==> src/rtl/pipelined_accum_adder_tree_if.sv <==
// Bundles the beat input and result output handshakes of the pipelined accumulating adder tree.
// slave is the block's own view, master is the view of whoever drives it.
interface pipelined_accum_adder_tree_if #(
  parameter int INPUT_NUM = 8,
  parameter int IN_WIDTH  = 16,
  parameter int ACC_WIDTH = IN_WIDTH + $clog2(INPUT_NUM) + 8,
  parameter int CNT_WIDTH = 8
);
  logic                                in_valid;
  logic                                in_ready;
  logic [INPUT_NUM-1:0][IN_WIDTH-1:0]  in_data;
  logic                                in_last;
  logic                                in_acc_en;
  logic                                out_valid;
  logic                                out_ready;
  logic signed [ACC_WIDTH-1:0]         out_data;
  logic [CNT_WIDTH-1:0]                out_beats;

  modport master (
    output in_valid, in_data, in_last, in_acc_en, out_ready,
    input  in_ready, out_valid, out_data, out_beats
  );

  modport slave (
    input  in_valid, in_data, in_last, in_acc_en, out_ready,
    output in_ready, out_valid, out_data, out_beats
  );
endinterface

==> src/rtl/pipelined_accum_adder_tree.sv <==
// Signed pipelined reduction tree over INPUT_NUM operands per beat, followed by an
// optional accumulator that folds a group of beats into one result, with global stall.
module pipelined_accum_adder_tree #(
  parameter int INPUT_NUM  = 8,
  parameter int IN_WIDTH   = 16,
  parameter int STAGE_NUM  = $clog2(INPUT_NUM),
  parameter int TREE_WIDTH = IN_WIDTH + STAGE_NUM,
  parameter int ACC_WIDTH  = TREE_WIDTH + 8,
  parameter int CNT_WIDTH  = 8
) (
  input  logic                          clk,
  input  logic                          rst,
  pipelined_accum_adder_tree_if.slave   bus
);

  typedef enum logic {EMPTY, PARTIAL} acc_state_e;

  function automatic int lvl_cnt(input int k);
    int n;
    n = INPUT_NUM;
    for (int i = 0; i < k; i++) n = (n + 1) / 2;
    return n;
  endfunction

  function automatic logic signed [TREE_WIDTH-1:0] sext_in(input logic [IN_WIDTH-1:0] x);
    return {{STAGE_NUM{x[IN_WIDTH-1]}}, x};
  endfunction

  function automatic logic signed [ACC_WIDTH-1:0] sext_acc(input logic signed [TREE_WIDTH-1:0] x);
    return ACC_WIDTH'(x);
  endfunction

  function automatic logic [CNT_WIDTH-1:0] sat_inc(input logic [CNT_WIDTH-1:0] c);
    return (&c) ? c : c + CNT_WIDTH'(1);
  endfunction

  logic en;
  logic out_valid_q;

  assign en           = !out_valid_q || bus.out_ready;
  assign bus.in_ready = en;

  // Every level is carried at TREE_WIDTH; equivalent to growing one bit per level
  // because no partial sum can exceed the final tree range.
  for (genvar k = 0; k < STAGE_NUM; k++) begin : g_lvl
    localparam int NI = lvl_cnt(k);
    localparam int NO = lvl_cnt(k + 1);

    logic signed [TREE_WIDTH-1:0] opnd  [NI];
    logic signed [TREE_WIDTH-1:0] sum_d [NO];
    logic signed [TREE_WIDTH-1:0] sum_q [NO];
    logic vld_d, last_d, acc_en_d;
    logic vld_q, last_q, acc_en_q;

    if (k == 0) begin : g_src
      always_comb begin
        for (int i = 0; i < NI; i++) opnd[i] = sext_in(bus.in_data[i]);
      end
      assign vld_d    = bus.in_valid;
      assign last_d   = bus.in_last;
      assign acc_en_d = bus.in_acc_en;
    end else begin : g_chain
      always_comb begin
        for (int i = 0; i < NI; i++) opnd[i] = g_lvl[k-1].sum_q[i];
      end
      assign vld_d    = g_lvl[k-1].vld_q;
      assign last_d   = g_lvl[k-1].last_q;
      assign acc_en_d = g_lvl[k-1].acc_en_q;
    end

    for (genvar j = 0; j < NO; j++) begin : g_node
      if (2 * j + 1 < NI) begin : g_pair
        assign sum_d[j] = opnd[2*j] + opnd[2*j+1];
      end else begin : g_pass
        assign sum_d[j] = opnd[2*j];
      end
    end

    // ---- tree stage k register boundary ----
    always_ff @(posedge clk or negedge rst) begin
      if (!rst) begin
        for (int j = 0; j < NO; j++) sum_q[j] <= '0;
        vld_q    <= 1'b0;
        last_q   <= 1'b0;
        acc_en_q <= 1'b0;
      end else if (en) begin
        sum_q    <= sum_d;
        vld_q    <= vld_d;
        last_q   <= last_d;
        acc_en_q <= acc_en_d;
      end
    end
  end

  logic signed [TREE_WIDTH-1:0] tree_s;
  logic                         tree_vld, tree_last, tree_acc_en;

  assign tree_s      = g_lvl[STAGE_NUM-1].sum_q[0];
  assign tree_vld    = g_lvl[STAGE_NUM-1].vld_q;
  assign tree_last   = g_lvl[STAGE_NUM-1].last_q;
  assign tree_acc_en = g_lvl[STAGE_NUM-1].acc_en_q;

  acc_state_e                  state_q;
  logic signed [ACC_WIDTH-1:0] acc_q;
  logic [CNT_WIDTH-1:0]        cnt_q;
  logic signed [ACC_WIDTH-1:0] out_data_q;
  logic [CNT_WIDTH-1:0]        out_beats_q;

  logic signed [ACC_WIDTH-1:0] acc_sum;
  logic [CNT_WIDTH-1:0]        cnt_inc;

  always_comb begin
    acc_sum = sext_acc(tree_s);
    cnt_inc = sat_inc('0);
    if (state_q == PARTIAL) begin
      acc_sum = acc_q + sext_acc(tree_s);
      cnt_inc = sat_inc(cnt_q);
    end
  end

  // ---- accumulator / output register boundary ----
  always_ff @(posedge clk or negedge rst) begin
    if (!rst) begin
      state_q     <= EMPTY;
      acc_q       <= '0;
      cnt_q       <= '0;
      out_valid_q <= 1'b0;
      out_data_q  <= '0;
      out_beats_q <= '0;
    end else if (en) begin
      if (!tree_vld) begin
        out_valid_q <= 1'b0;
      end else if (tree_acc_en && !tree_last) begin
        acc_q       <= acc_sum;
        cnt_q       <= cnt_inc;
        state_q     <= PARTIAL;
        out_valid_q <= 1'b0;
      end else begin
        out_data_q  <= acc_sum;
        out_beats_q <= cnt_inc;
        out_valid_q <= 1'b1;
        acc_q       <= '0;
        cnt_q       <= '0;
        state_q     <= EMPTY;
      end
    end
  end

  assign bus.out_valid = out_valid_q;
  assign bus.out_data  = out_data_q;
  assign bus.out_beats = out_beats_q;

endmodule
==> src/flat_wrapper.sv <==
// flat-port wrapper written by rule: the top's interface ports become plain ports
module pipelined_accum_adder_tree_flat 
#(
  parameter int INPUT_NUM  = 8,
  parameter int IN_WIDTH   = 16,
  parameter int STAGE_NUM  = $clog2(INPUT_NUM),
  parameter int TREE_WIDTH = IN_WIDTH + STAGE_NUM,
  parameter int ACC_WIDTH  = TREE_WIDTH + 8,
  parameter int CNT_WIDTH  = 8
)
  (clk, rst, bus_in_valid, bus_in_data, bus_in_last, bus_in_acc_en, bus_out_ready, bus_in_ready, bus_out_valid, bus_out_data, bus_out_beats);
  pipelined_accum_adder_tree_if #(.INPUT_NUM(INPUT_NUM), .IN_WIDTH(IN_WIDTH), .ACC_WIDTH(ACC_WIDTH), .CNT_WIDTH(CNT_WIDTH)) bus_i ();
  input  logic clk;
  input  logic rst;
  input wire logic [$bits(bus_i.in_valid)-1:0] bus_in_valid;
  input wire logic [$bits(bus_i.in_data)-1:0] bus_in_data;
  input wire logic [$bits(bus_i.in_last)-1:0] bus_in_last;
  input wire logic [$bits(bus_i.in_acc_en)-1:0] bus_in_acc_en;
  input wire logic [$bits(bus_i.out_ready)-1:0] bus_out_ready;
  output wire logic [$bits(bus_i.in_ready)-1:0] bus_in_ready;
  output wire logic [$bits(bus_i.out_valid)-1:0] bus_out_valid;
  output wire logic [$bits(bus_i.out_data)-1:0] bus_out_data;
  output wire logic [$bits(bus_i.out_beats)-1:0] bus_out_beats;
  assign bus_i.in_valid = bus_in_valid;
  assign bus_i.in_data = bus_in_data;
  assign bus_i.in_last = bus_in_last;
  assign bus_i.in_acc_en = bus_in_acc_en;
  assign bus_i.out_ready = bus_out_ready;
  assign bus_in_ready = bus_i.in_ready;
  assign bus_out_valid = bus_i.out_valid;
  assign bus_out_data = bus_i.out_data;
  assign bus_out_beats = bus_i.out_beats;
  pipelined_accum_adder_tree #(.INPUT_NUM(INPUT_NUM), .IN_WIDTH(IN_WIDTH), .STAGE_NUM(STAGE_NUM), .TREE_WIDTH(TREE_WIDTH), .ACC_WIDTH(ACC_WIDTH), .CNT_WIDTH(CNT_WIDTH)) u_core (.clk(clk), .rst(rst), .bus(bus_i));
endmodule
==> config.mk <==
export PLATFORM = sky130hd
export DESIGN_NAME = pipelined_accum_adder_tree_flat
export DESIGN_NICKNAME = d
export VERILOG_FILES = /design/src/rtl/pipelined_accum_adder_tree_if.sv /design/src/rtl/pipelined_accum_adder_tree.sv /design/src/flat_wrapper.sv
export SDC_FILE = /design/constraint.sdc
export NUM_CORES = 1
export LEC_CHECK = 0
export CAP_MARGIN = 10
export CORE_ASPECT_RATIO = 1.2
export CORE_MARGIN = 2
export CORE_UTILIZATION = 30
export DETAILED_ROUTE_END_ITERATION = 10
export PLACE_DENSITY = 0.56
export RECOVER_POWER = 50
export SYNTH_ARGS = -nofsm -noshare
export SYNTH_HDL_FRONTEND = slang
export SYNTH_SLANG_ARGS = --single-unit
==> constraint.sdc <==
create_clock -name clk -period 3.7 [get_ports clk]
set_clock_uncertainty 0.15 [all_clocks]
set_input_delay 0.37 -clock clk [delete_from_list [all_inputs] [get_ports clk]]
set_output_delay 0.37 -clock clk [all_outputs]
set_load 0.005 [all_outputs]
==> metrics.cfg <==
[status]
status = complete, but fails checks
violations = capacitance limit, slew limit

[drt]
drc = 0
num_vias = 11300
ant_nets = 0
via_per_inst = 4.87
dr.pass1.iters = 4
wl_per_cell_um = 14.3
wl_mm = 33.2
drt_iter0_drc = 456

[synthesis]
synth_nets = 1821
seq_area_frac_synth = 0.376
ys_dominant_reg_cell = dfrtp_1
synthCells = 1536
async_reset_ff_frac = 1.00
synth.distinct_cells = 62
syn_area_mm2 = 0.0137
yosysWarnings = 0
syn_avg_cell_area_um2 = 8.93
synth_edf_count = 0
synth_seq_cells = 206

[cells_and_area]
instances_no_fill = 2323
diodes = 0
layout-drive-gt1-share = 0.0443
syn_to_final_growth_pct = 23.6
mostFrequentLayoutCells = 222 x nand2_1, 206 x dfrtp_1, 169 x clkdlybuf4s50_1, 166 x a21oi_1, 143 x ha_1
post-route-util = 0.377
final_common_cell = nand2_1
fin_nets = 1981
final_area_mm2 = 0.0170

[floorplanning]
die_h_um = 238
core_area_mm2 = 0.0450
dieArea_mm2 = 0.0474
start_util = 0.305
pin_count = 171
rows = 85
fp.dieW_um = 199

[setup_path]
path_max_fanout = 118
start_kind = flip-flop
crit_arrival_ps = 3490
end_kind = flip-flop
cp_data_required_time_ps = 3990
reg2reg_depth = 4
crit_type = reg -> reg

[clocking]
h-tree-depth = 1
clk_latency_ps = 530
cts_tree = yes
cts_made_buffers = 24
clk_pin_slew_worst_paths_ps = 60
clk_path_buf_depth = 3
clock_sinks = 206
cts-root-buf = clkbuf_16

[sta]
rsz0062_at_grt = false
hold_violations = 0
min_period_ps = 3200
slew_headroom = -0.714
period_share = 0.864
setup_viol = 0
tns_ps = 0
tightest_slew_ps = 2570
slew_violations = 382
fmax_mhz = 313

[global_route]
grt_pass1_vias = 11200
grt.total_usage = 0.141
grtUsageMet1 = 0.175
grtUsageMet2 = 0.257
grt_max_degree = 154
antenna_found_initial = 0
grt_overflow = 0
grt_pass1_wl_mm = 55.6
top_usage_layer = met2
grtUsageMet3 = 0.0163

[place]
dpl.hpwl_mm = 25.4
place_congestion = 0.838
io_buffer_count = 170
place_area_mm2 = 0.0161
dp_cells = 2278

[pwr]
p_leak_nw = 7.67
ir_drop_mv = 0.401
power_density_mw_per_mm2 = 840

[run]
max-cap-violations = 3

[worst_hold_path]
hp-class = in -> reg
hold_depth = 3

-- what timing repair did --
item | in CTS | in global routing
gates resized for setup | 0 | 0
hold buffers | 1 | 0
endpoints found under the hold margin | 106 | 0
buffers inserted | 0 | 0
-- kinds of logic after synthesis --
kind of cell	Yosys count	share of synthesized area
AOI/OAI and AO/OA	490	0.218
and+or+nand+nor	479	0.156
DFF	206	0.376
adders and majority gates	151	0.142
xor gates and xnor gates	118	0.0754
buffers and inverters	77	0.0211
muxes	15	0.0112
-- path summary, 6_finish.rpt --
check,from,to,slack [ps]
worst max-delay path,u_core.bus.out_valid,u_core.g_lvl[0].sum_q[55],500
max in group asynchronous,rst,u_core.g_lvl[0].sum_q[34],710
worst max register to register,u_core.bus.out_valid,u_core.g_lvl[0].sum_q[55],500
min in group asynchronous,rst,u_core.g_lvl[2].sum_q[2],1050
worst min-delay path,bus_in_valid,u_core.g_lvl[0].vld_q,240
worst min register to register,u_core.g_lvl[0].last_q,u_core.g_lvl[0].last_q,320
-- cell type report --
cell class                 instances  area [um2]
clock inverter                    12         141
timing repair buffer             187        1830
multi-input combinational       1253        8270
sequential                       206        5150
inverter                          24        91.3
clock buffer                      32         702
tap                              609         762
fill                            4618       28000
-- cell usage after synthesis, types with 12 or more instances --
cell type    n  area (um2)
nand3_1     19        95.1
inv_1       24        90.1
xnor2_1     64         561
o21ai_1     35         175
nand2_1    222         833
xor2_1      54         473
nand2b_1    22         138
mux2i_1     12         120
nor3_1      25         125
o21ai_0    112         561
a21oi_1    166         831
a21o_1      58         435
nor2_1     114         428
and3_1      16         100
a221o_1     12         120
nor2b_1     18         113
o21a_1      12        90.1
a211oi_1    13        97.6
ha_1       143        1790
dfrtp_1    206        5150
clkbuf_1    45         169
-- power by group --
group	internal [mW]	total [mW]	switching, mW
registers	3.24	3.96	0.722
logic	3.54	7.77	4.23
clock network	1.54	2.51	0.970
total	8.32	14.2	5.92
-- layer usage --
metal	wire [um]	vias to the layer above
li1	-	5814
met1	14600	5281
met2	16800	175
met3	1070	51
met4	757	0
met5	0	-
-- sequential cells by signal (all words and copies together) (netlist names) --
register               count
u_core.acc_q              27
u_core.bus.out_beats       8
u_core.bus.out_data       27
u_core.bus.out_valid       1
u_core.cnt_q               8
u_core.g_lvl.acc_en_q      3
u_core.g_lvl.last_q        3
u_core.g_lvl.sum_q       125
u_core.g_lvl.vld_q         3
u_core.state_q             1
-- metrics by stage --
stage	worst slack, ps	total power [mW]	hold WS, ps
4_1_cts	541	14.5	211
6_report	504	14.2	235
5_1_grt	149	15.6	249
3_5_place_dp	150	11.9	310
3_3_place_gp	124	11.7	305
2_1_floorplan	812	9.62	-75.6
-- critical path: stages, from the launching register on --
cell and delay [ps]:
dfrtp_1 400, nor2b_1 160, clkbuf_2 1160, or4b_2 1100, o21ai_1 130
Note: power is estimated with default switching activity, not from simulation.
